`src/rtl/mulcol_pkg.sv`:
```
// ---------------------------------------------------------------------------
// mulcol_pkg
// Shared definitions for the multiplier-column MAC controller:
//   GF_M     - field width of every operand and product (GF(2^13))
//   NUM_COL  - number of column products P1..P16 per operand
//   CNT_W    - width of the beat counter (holds 0..16 without wrapping)
//   GF_POLY  - low-order terms of the field polynomial x^13 + x^4 + x^3 + x + 1
//   state_e  - controller states
// ---------------------------------------------------------------------------
package mulcol_pkg;

   localparam int GF_M    = 13;
   localparam int NUM_COL = 16;
   localparam int CNT_W   = 5;

   // Reduction term applied when a shift carries out of bit GF_M-1
   localparam logic [GF_M-1:0] GF_POLY = 13'h001B;

   typedef enum logic [1:0] {
      IDLE  = 2'd0,
      ACCUM = 2'd1,
      DRAIN = 2'd2,
      HOLD  = 2'd3
   } state_e;

endpackage

```
`src/rtl/multiplier_column1_p16.sv`:
```
// ---------------------------------------------------------------------------
// multiplier_column1_p16
// Combinational multiplier column: for operand b it produces
//   P(k) = b * alpha^k  in GF(2^GF_M),  k = 1..NUM_COL
// where alpha is the root of the field polynomial held in mulcol_pkg.
//
// Ports
//   b_i  [GF_M-1:0]          operand
//   p_o  [NUM_COL*GF_M-1:0]  column products; p_o[GF_M*k +: GF_M] holds P(k+1)
// ---------------------------------------------------------------------------
module multiplier_column1_p16 #(
   parameter int GF_M    = mulcol_pkg::GF_M,
   parameter int NUM_COL = mulcol_pkg::NUM_COL
) (
   input  logic [GF_M-1:0]         b_i,
   output logic [NUM_COL*GF_M-1:0] p_o
);

   localparam logic [GF_M-1:0] POLY = GF_M'(mulcol_pkg::GF_POLY);

   logic [GF_M-1:0] cur;

   // Each column is the previous one multiplied by alpha: shift left by one
   // and fold the carried-out x^GF_M term back in through the polynomial.
   always_comb begin
      cur = b_i;
      p_o = '0;
      for (int k = 0; k < NUM_COL; k++) begin
         if (cur[GF_M-1]) begin
            cur = {cur[GF_M-2:0], 1'b0} ^ POLY;
         end else begin
            cur = {cur[GF_M-2:0], 1'b0};
         end
         p_o[k*GF_M +: GF_M] = cur;
      end
   end

endmodule

```
`src/rtl/mulcol_mac_ctrl.sv`:
```
// ---------------------------------------------------------------------------
// mulcol_mac_ctrl
// Frame-based multiply/accumulate controller. Each accepted operand b is
// pushed through the multiplier column and every column product P(k) is
// XOR-accumulated (carry-free GF addition) into accumulator k. After the
// last operand of a frame the accumulators are presented on out_p and held
// until the consumer takes them; the handshake clears them for the next
// frame.
//
// Ports
//   clk        clock
//   rst        synchronous active-high reset
//   cfg_len    operands per frame (0 means 16), sampled on first beat only
//   in_valid   operand available
//   in_ready   operand can be accepted (IDLE / ACCUM)
//   in_b       operand
//   out_valid  frame result available (HOLD)
//   out_ready  consumer accepts result
//   out_p      accumulators; out_p[GF_M*k +: GF_M] holds column k+1
//   busy       controller is not IDLE
//
// Configuration
//   MULCOL_INREG_EN  when defined, in_b is registered before the column.
//                    Accumulation then happens one cycle after the accept
//                    and a one-cycle DRAIN state follows the last accept
//                    (out_valid at t+2). When undefined the column is fed
//                    straight from in_b, accumulation happens in the accept
//                    cycle and the last accept goes directly to HOLD
//                    (out_valid at t+1).
// ---------------------------------------------------------------------------
module mulcol_mac_ctrl #(
   parameter int GF_M    = mulcol_pkg::GF_M,
   parameter int NUM_COL = mulcol_pkg::NUM_COL
) (
   input  logic                    clk,
   input  logic                    rst,
   input  logic [3:0]              cfg_len,
   input  logic                    in_valid,
   output logic                    in_ready,
   input  logic [GF_M-1:0]         in_b,
   output logic                    out_valid,
   input  logic                    out_ready,
   output logic [NUM_COL*GF_M-1:0] out_p,
   output logic                    busy
);

   import mulcol_pkg::*;

   localparam logic [CNT_W-1:0] MAX_LEN = CNT_W'(16);
   localparam logic [CNT_W-1:0] ONE     = CNT_W'(1);

`ifdef MULCOL_INREG_EN
   localparam state_e AFTER_LAST = DRAIN;
`else
   localparam state_e AFTER_LAST = HOLD;
`endif

   state_e                   state_q, state_d;
   logic [CNT_W-1:0]         cnt_q, cnt_d;
   logic [CNT_W-1:0]         len_q, len_d;
   logic [CNT_W-1:0]         lenSel;
   logic [CNT_W-1:0]         cntInc;
   logic [NUM_COL*GF_M-1:0]  acc_q;
   logic [NUM_COL*GF_M-1:0]  colP;
   logic [GF_M-1:0]          colIn;
   logic                     accept;
   logic                     accEn;
   logic                     accClr;

   assign accept = in_valid && in_ready;
   assign lenSel = (cfg_len == 4'd0) ? MAX_LEN : CNT_W'(cfg_len);
   assign cntInc = cnt_q + ONE;

`ifdef MULCOL_INREG_EN
   logic [GF_M-1:0] inReg_q;
   logic            inRegVld_q;

   // Operand pipeline register: captures in_b only on an accept, and the
   // valid flag tells the accumulator that the column output is a real
   // operand in the following cycle.
   always_ff @(posedge clk) begin
      if (rst) begin
         inReg_q    <= '0;
         inRegVld_q <= 1'b0;
      end else begin
         inRegVld_q <= accept;
         if (accept) begin
            inReg_q <= in_b;
         end
      end
   end

   assign colIn = inReg_q;
   assign accEn = inRegVld_q;
`else
   // Unregistered build: the column sees in_b directly and only an accept
   // lets its products into the accumulators.
   assign colIn = in_b;
   assign accEn = accept;
`endif

   multiplier_column1_p16 #(
      .GF_M    (GF_M),
      .NUM_COL (NUM_COL)
   ) u_col (
      .b_i (colIn),
      .p_o (colP)
   );

   // State, beat counter and latched frame length.
   always_ff @(posedge clk) begin
      if (rst) begin
         state_q <= IDLE;
         cnt_q   <= '0;
         len_q   <= '0;
      end else begin
         state_q <= state_d;
         cnt_q   <= cnt_d;
         len_q   <= len_d;
      end
   end

   // Next-state and handshake outputs. The frame length is taken from
   // cfg_len only on the first beat so later changes cannot shorten or
   // lengthen a frame in flight. The counter stops at the frame length,
   // which is at most 16, so it never wraps.
   always_comb begin
      state_d   = state_q;
      cnt_d     = cnt_q;
      len_d     = len_q;
      in_ready  = 1'b0;
      out_valid = 1'b0;
      accClr    = 1'b0;
      case (state_q)
         IDLE: begin
            in_ready = 1'b1;
            if (in_valid) begin
               len_d = lenSel;
               cnt_d = ONE;
               if (lenSel == ONE) begin
                  state_d = AFTER_LAST;
               end else begin
                  state_d = ACCUM;
               end
            end
         end
         ACCUM: begin
            in_ready = 1'b1;
            if (in_valid) begin
               cnt_d = cntInc;
               if (cntInc == len_q) begin
                  state_d = AFTER_LAST;
               end
            end
         end
         DRAIN: begin
            state_d = HOLD;
         end
         HOLD: begin
            out_valid = 1'b1;
            if (out_ready) begin
               accClr  = 1'b1;
               cnt_d   = '0;
               state_d = IDLE;
            end
         end
         default: begin
            state_d = IDLE;
         end
      endcase
   end

   // Accumulators: carry-free XOR of all column products of the frame.
   // The output handshake wipes them so the next frame starts from zero.
   always_ff @(posedge clk) begin
      if (rst || accClr) begin
         acc_q <= '0;
      end else if (accEn) begin
         acc_q <= acc_q ^ colP;
      end
   end

   assign out_p = acc_q;
   assign busy  = (state_q != IDLE);

endmodule

```
`config.mk`:
```
export PLATFORM = sky130hd
export DESIGN_NAME = mulcol_mac_ctrl
export DESIGN_NICKNAME = d
export VERILOG_FILES = /design/src/rtl/mulcol_pkg.sv /design/src/rtl/multiplier_column1_p16.sv /design/src/rtl/mulcol_mac_ctrl.sv
export SDC_FILE = /design/constraint.sdc
export NUM_CORES = 1
export LEC_CHECK = 0
export ABC_AREA = 1
export ABC_CLOCK_PERIOD_IN_PS = 4400
export CORE_MARGIN = 3
export CORE_UTILIZATION = 50
export CTS_CLUSTER_DIAMETER = 60
export DETAILED_ROUTE_END_ITERATION = 10
export GPL_TIMING_DRIVEN = 0
export HOLD_SLACK_MARGIN = 0.1
export PLACE_DENSITY = 0.93
export REMOVE_ABC_BUFFERS = 1
export SYNTH_ARGS = -nofsm -noshare
export SYNTH_HDL_FRONTEND = slang
export SYNTH_SLANG_ARGS = --single-unit
```
`constraint.sdc`:
```
create_clock -name clk -period 4.4 [get_ports clk]
set_clock_uncertainty 0.05 [all_clocks]
set_input_delay 0.88 -clock clk [delete_from_list [all_inputs] [get_ports clk]]
set_output_delay 0.88 -clock clk [all_outputs]
set_load 0.03 [all_outputs]
```
==> key figures, run 1 <==
Logic synthesis
  • Seq/Total Area, Yosys: between 50% and 60%
  • Synth top area share: 50.60%
  • Synthesized area: 0.008703 mm2
  • Post-synthesis instance total: 1,124
  • Number of flops mapped to enable cells by yosys: 0
  • Post-synth ARST share: 0%
  • Top cells by area, synth: dfxtp_1 (51%), a21oi_1 (12%), o21ai_0 (12%), inv_1 (6.3%), nand2_1 (5.6%)
  • #FFs+latches synth: 220
  • Syn avg cell area: 7.743 um2
  • Distinct cells, synth: 30
  • Area leader, netlist: dfxtp_1
  • Most common cell in the netlist: dfxtp_1
  • Synth warn: 0
  • Synth top cells by count: dfxtp_1 (220), a21oi_1 (211), o21ai_0 (200)
  • Most common flop cell mapped by yosys: dfxtp_1

STA
  • Final Hold Viols: 0
  • # setup viols final: 0
  • Setup TNS: 0 ns
  • Fin crit period: 3.132 ns
  • Period utilisation layout: 71.18%
  • Fin Hold WS: 0.3933 ns
  • RSZ-0062 raised after global routing: false
  • Worst setup margin: 1.268 ns
  • Max Fclk: around 0.32 GHz
  • Slew HR: between 20% and 30%
  • Worst-margin pin slew: 1.141 ns
  • Final Max Slew Viols: 0

Routing
  • Post-route antenna net violation count: 0
  • Routed Wire Length: 22.96 mm
  • First drt pass iteration count: 5
  • Detailed Route Iter0 Violations: 407
  • Via density: between 5 and 6
  • Post-DR wirelength/cell: 14.63 um
  • Vias: 8,047
  • Residual DRC: 0

Layout
  • # fillers: 1,302
  • Final net count: 1,361
  • Share of layout cells above drive strength 1: 6.000%
  • Antenna diodes: 0
  • Area added between synthesis and finish: 36.59%
  • Finished Layout Cells: 1,570
  • Flip-flop and latch area: approximately 0.0044 mm2
  • Multi-input logic area: 0.003467 mm2

Global route
  • Initial antenna violation count: 0
  • Gr usage total: 23.79%
  • Total grt overflow: 0
  • Vias in the first global route: 7,809
  • First-pass GRT wire length: 37.20 mm
  • Largest net degree at the start of global routing: 45

Placement
  • HPWL Detailed: 16.38 mm
  • DP Cell Count: 1,529
  • Input/output buffers: roughly 230
  • GPL Wtd Cong: 0.7976
  • DP Worst Slack: approximately 0.73 ns

Floorplanning
  • DIE AREA: around 0.019 mm2
  • Num ports: 232
  • Die Span X: about 140 um
  • Chip Height: between 100 and 150 um
  • Core Area: about 0.017 mm2
  • Cell row count: 47
  • Initial Util: 51.75%

Clock network
  • Clk sink count: 220
  • H-Tree Depth: 1
  • Clock Path Buffers: 3
  • Total CTS buffers: 23
  • CTS tree: done
  • Post-CTS Setup Repair Bufs: 0
  • Post-CTS Hold Buffers: 0
  • Reg clk slew, reported paths: around 0.060 ns
  • Number of gates resized after CTS: 0
  • Root buffer cell: clkbuf_16
  • Clock latency on the worst-skew pair: 0.50 ns

Critical path
  • Worst-path maximum fanout: 28
  • Reg2Reg Depth: 11
  • Worst EP required: 4.71 ns
  • Worst Setup End Kind: flop
  • WP data arrival: 3.45 ns
  • Flop-to-flop setup slack: 1.38 ns
  • Startpoint types: input port
  • Worst R2R Start: state_q[0]$_SDFFE_PP0P_
  • FF-to-FF End: out_p[150]$_SDFFE_PP0P_
  • Worst Setup Path Type: in -> reg

Hold path
  • Hold path depth: 1
  • Hold WC Path Type: reg -> reg
  • Hold path endpoint: out_p[127]$_SDFFE_PP0P_
  • Hold_sp: out_p[127]$_SDFFE_PP0P_

Power
  • PwrDens: 646.3 mW/mm2
  • Worst ir drop on vdd: 0.4108 mV
  • Overall Power: approximately 7.7 mW
  • Leakage: 4.708 nW

Run status
  • Status: finished, final reports clean

Run
  • Max Cap Viol: 0
==> area by class of cell <==
type                       count  share of cell area [%]
sequential                   220                   37.05
multi-input combinational    695                   29.17
timing repair buffer         236                   20.42
clock buffer                  34                   5.526
inverter                     158                   4.989
tap                          220                   2.316
clock inverter                 7                  0.5368
==> cell usage in the layout (no fill, tap or decap), types with 4 or more instances in the layout <==
cell type	n
inv_2	11
inv_1	147
clkdlybuf4s50_1	231
nand2_2	18
clkbuf_16	23
nor2_1	53
nand2_1	129
xnor2_1	5
o21ai_1	6
xor2_1	8
dfxtp_1	220
ha_1	6
clkbuf_8	4
clkinv_2	5
clkbuf_1	7
o21ai_0	200
a21oi_1	211
nand3_1	37
==> flip-flops by register name (all words and copies together) (netlist names) <==
signal,cells
out_p,208
cnt_q,5
len_q,5
state_q,2
==> report_power, final <==
group	internal [mW]	switching [mW]
Sequential	2.47	0.301
Combinational	1.12	1.94
Clock	1.09	0.764
==> per-stage QoR <==
step	instance area [um2]	util [%]
floorplan	8457	-
global placement	11040	65.67
detailed placement	11170	66.40
CTS	11890	70.68
global route	11890	70.68
finish	11890	70.68
==> critical path, cell delays in order <==
cell             delay (ns)
clkdlybuf4s50_1        0.52
nand2_2                0.32
inv_2                  0.54
nand2_1                0.48
nand2_1                0.21
o21ai_2                0.18
o21ai_0                0.22
a21oi_1                0.06
==> worst max path at each step <==
stage                                 start  cells after the start  slack, ns                      end
global placement                        rst                      4      -3.00  out_p[170]$_SDFFE_PP0P_
finish                             in_valid                      8       1.27  out_p[150]$_SDFFE_PP0P_
global route                       in_valid                      8       0.88  out_p[150]$_SDFFE_PP0P_
detailed placement                 in_valid                      8       0.73  out_p[206]$_SDFFE_PP0P_
CTS                                in_valid                      8       1.20  out_p[150]$_SDFFE_PP0P_
floorplan           state_q[0]$_SDFFE_PP0P_                      4      -0.12    out_p[0]$_SDFFE_PP0P_
==> layer usage <==
metal  global-route usage (%)  vias up  share of wire, %  wire length, um
met1                    26.57     3641                39             8908
met5                        0        -                 0                0
met4                    6.861        0               2.9              660
met3                    7.910       50               9.0             2062
met2                    43.06      241                49            11330
li1                         -     4115                 -                -
==> cells by family after synthesis <==
logic type | synth area share, %
AO/OA/AOI/OAI | 24.74
buffers and inverters | 9.646
flip-flops | 50.60
XOR/XNOR | 2.056
AND/OR/NAND/NOR | 12.09
adder cells (fa/ha/maj) | 0.8625
(Power assumes the default switching activity.)
==> run 2, diff against run 1 <==
--- a/config.mk
+++ b/config.mk
@@ -6,14 +6,14 @@
 export NUM_CORES = 1
 export LEC_CHECK = 0
 export ABC_AREA = 1
-export ABC_CLOCK_PERIOD_IN_PS = 4400
+export ABC_CLOCK_PERIOD_IN_PS = 2800
 export CORE_MARGIN = 3
-export CORE_UTILIZATION = 50
+export CORE_UTILIZATION = 44
 export CTS_CLUSTER_DIAMETER = 60
 export DETAILED_ROUTE_END_ITERATION = 10
 export GPL_TIMING_DRIVEN = 0
 export HOLD_SLACK_MARGIN = 0.1
-export PLACE_DENSITY = 0.93
+export PLACE_DENSITY = 0.88
 export REMOVE_ABC_BUFFERS = 1
 export SYNTH_ARGS = -nofsm -noshare
 export SYNTH_HDL_FRONTEND = slang
==> constraint.sdc (replaced) <==
create_clock -name clk -period 2.8 [get_ports clk]
set_clock_uncertainty 0.05 [all_clocks]
set_input_delay 0.56 -clock clk [delete_from_list [all_inputs] [get_ports clk]]
set_output_delay 0.56 -clock clk [all_outputs]
set_load 0.03 [all_outputs]
==> run 2 against run 1 <==
Cell count is 2.7% higher. Flip-flop and latch count did not move. Worst hold slack better by 0.0029 ns. Setup slack lost 1.1 ns. Design area is 0.97% higher. Count of clock-buffer cells in the layout decreased by 1. Global-route usage down 2.8 points. Total power is 59% higher. Non-clock buffer count did not move. Via count about the same. Highest routed layer unchanged.
==> key figures, run 2 (synthesized netlist as in run 1, its figures left out) <==
Clock network
  • Post-CTS Hold Buffers: 0
  • CTS tree: done
  • Clk sink count: 220
  • H-Tree Depth: 1
  • Clock latency on the worst-skew pair: 0.50 ns
  • Reg clk slew, reported paths: 0.06 ns
  • Root buffer cell: clkbuf_16
  • Clock Path Buffers: 3
  • Post-CTS Setup Repair Bufs: 0
  • Total CTS buffers: 24

Critical path
  • Worst Setup Path Type: reg -> out
  • Startpoint types: flop
  • Critical-path cell list: inv_1 > ha_1 > inv_2 > nand2_2 > clkdlybuf4s50_1
  • Worst Setup End Kind: output pin
  • Worst Path Buf+Inv: 3
  • Flop-to-flop setup slack: 0.24 ns
  • Worst EP required: 2.19 ns
  • Max stage delay cell, worst path: clkdlybuf4s50_1
  • Crit path max-delay family: buffers and inverters
  • Max incr delay on CP: 0.68 ns
  • WP data arrival: 2.03 ns
  • Worst-path maximum fanout: 4

STA
  • Fin Hold WS: 0.3962 ns
  • Slew HR: 54.17%
  • Period utilisation layout: around 94%
  • Final Max Slew Viols: 0
  • Final Hold Viols: 0
  • Fin crit period: 2.635 ns
  • Max Fclk: 0.3794 GHz
  • Setup TNS: 0 ns
  • # setup viols final: 0
  • Worst-margin pin slew: 0.6867 ns
  • RSZ-0062 raised after global routing: true

Floorplanning
  • Die Span X: 146.6 um
  • Chip Height: 146.6 um
  • Cell row count: 50
  • Core Area: 0.01908 mm2
  • DIE AREA: between 0.02 and 0.025 mm2
  • Initial Util: 45.61%
  • Num ports: between 200 and 250

Global route
  • Gr usage total: 20.99%
  • Vias in the first global route: between 7,000 and 8,000
  • Total grt overflow: 0
  • Initial antenna violation count: 0
  • Largest net degree at the start of global routing: 44
  • First-pass GRT wire length: 38.25 mm

Power
  • Switch Pwr: 4.802 mW
  • Switching Share: 39.41%
  • Sequential Power Share: 35.6%
  • Leakage: between 4 and 5 nW
  • Clock power share: 24.7%
  • PwrDens: 1015 mW/mm2
  • Worst ir drop on vdd: 0.7436 mV
  • Combinational share of power: between 30% and 40%
  • Pint: approximately 7.4 mW

Routing
  • Via density: 4.996
  • Vias: 8,053
  • Detailed Route Iter0 Violations: 322
  • Post-route antenna net violation count: 0
  • Routed Wire Length: 23.11 mm
  • Post-DR wirelength/cell: 14.34 um
  • First drt pass iteration count: 5
  • Residual DRC: 0

Run status
  • Status: finished, final reports clean

Layout
  • Commonest non-fill, non-tap cell in the layout: clkdlybuf4s50_1
  • Area added between synthesis and finish: 37.91%
  • Max FFs per register: 208
  • # fillers: 1,614
  • Post-route cell area: roughly 0.012 mm2
  • Commonest cells after routing, fill and taps aside: clkdlybuf4s50_1 (231), dfxtp_1 (220), a21oi_1 (211), o21ai_0 (200), inv_1 (147)
  • Flip-flop and latch area: 0.004404 mm2
  • Final net count: approximately 1,400
  • Multi-input logic area: ~0.0035 mm2
  • Antenna diodes: 0
  • Finished Layout Cells: about 1,600
  • Share of layout cells above drive strength 1: 6.657%

Placement
  • DP Cell Count: 1,569
  • GPL Wtd Cong: 0.7989
  • Dpl cell area: 0.01122 mm2
  • HPWL Detailed: 16.44 mm
  • Input/output buffers: 231

Hold path
  • Hold WC Path Type: reg -> reg

Run
  • Max Cap Viol: 0
## run 2: per-stage QoR
stage | total power [mW] | setup slack, ns | utilization [%]
6_report | 12.19 | 0.1645 | 62.90
4_1_cts | 12.27 | 0.003938 | 62.80
3_3_place_gp | 9.052 | -4.342 | 58.14
2_1_floorplan | 7.218 | -1.722 | -
5_1_grt | 12.91 | -0.004215 | 62.90
3_5_place_dp | 9.200 | -0.6815 | 58.79
## run 2: final cells by class
type                    count  area share [%]
multi-input cells         695           29.09
repair buffers            236           20.22
inverters                 158           4.983
clock inverters            10          0.5004
clock buffers              33           5.796
flip-flops and latches    220           36.69
well taps                 260           2.710
## run 2: power by group through the flow
| stage | Clock (mW) | Combinational, mW | Sequential [mW] |
|---|---|---|---|
| 6_report | 3.01 | 4.84 | 4.34 |
| 5_1_grt | 3.23 | 5.24 | 4.44 |
| 4_1_cts | 3.08 | 4.86 | 4.34 |
| 3_3_place_gp | 0 | 4.70 | 4.35 |
| 2_1_floorplan | 0 | 1.50 | 5.72 |
| 3_5_place_dp | 0 | 4.81 | 4.39 |
## run 2: worst paths after layout
kind	endpoint	cells after the start	from
worst max-delay path	in_ready	5	state_q[1]$_SDFFE_PP0P_
worst min-delay path	out_p[96]$_SDFFE_PP0P_	1	out_p[96]$_SDFFE_PP0P_
worst max register to register	out_p[178]$_SDFFE_PP0P_	11	state_q[0]$_SDFFE_PP0P_
worst min register to register	out_p[96]$_SDFFE_PP0P_	1	out_p[96]$_SDFFE_PP0P_
## run 2: layer usage
metal / vias to the layer above / wire length, um / global-route usage (%)
met5: - / 0 / 0
met4: 0 / 581 / 6.068
met3: 44 / 2061 / 6.704
met2: 234 / 10970 / 35.91
met1: 3665 / 9495 / 25.34
li1: 4110 / - / -
## run 2: timing repair
item | in CTS | in global routing
resized for setup | 4 | 5
pin swaps | 0 | 1
setup endpoints to repair | 51 | 58
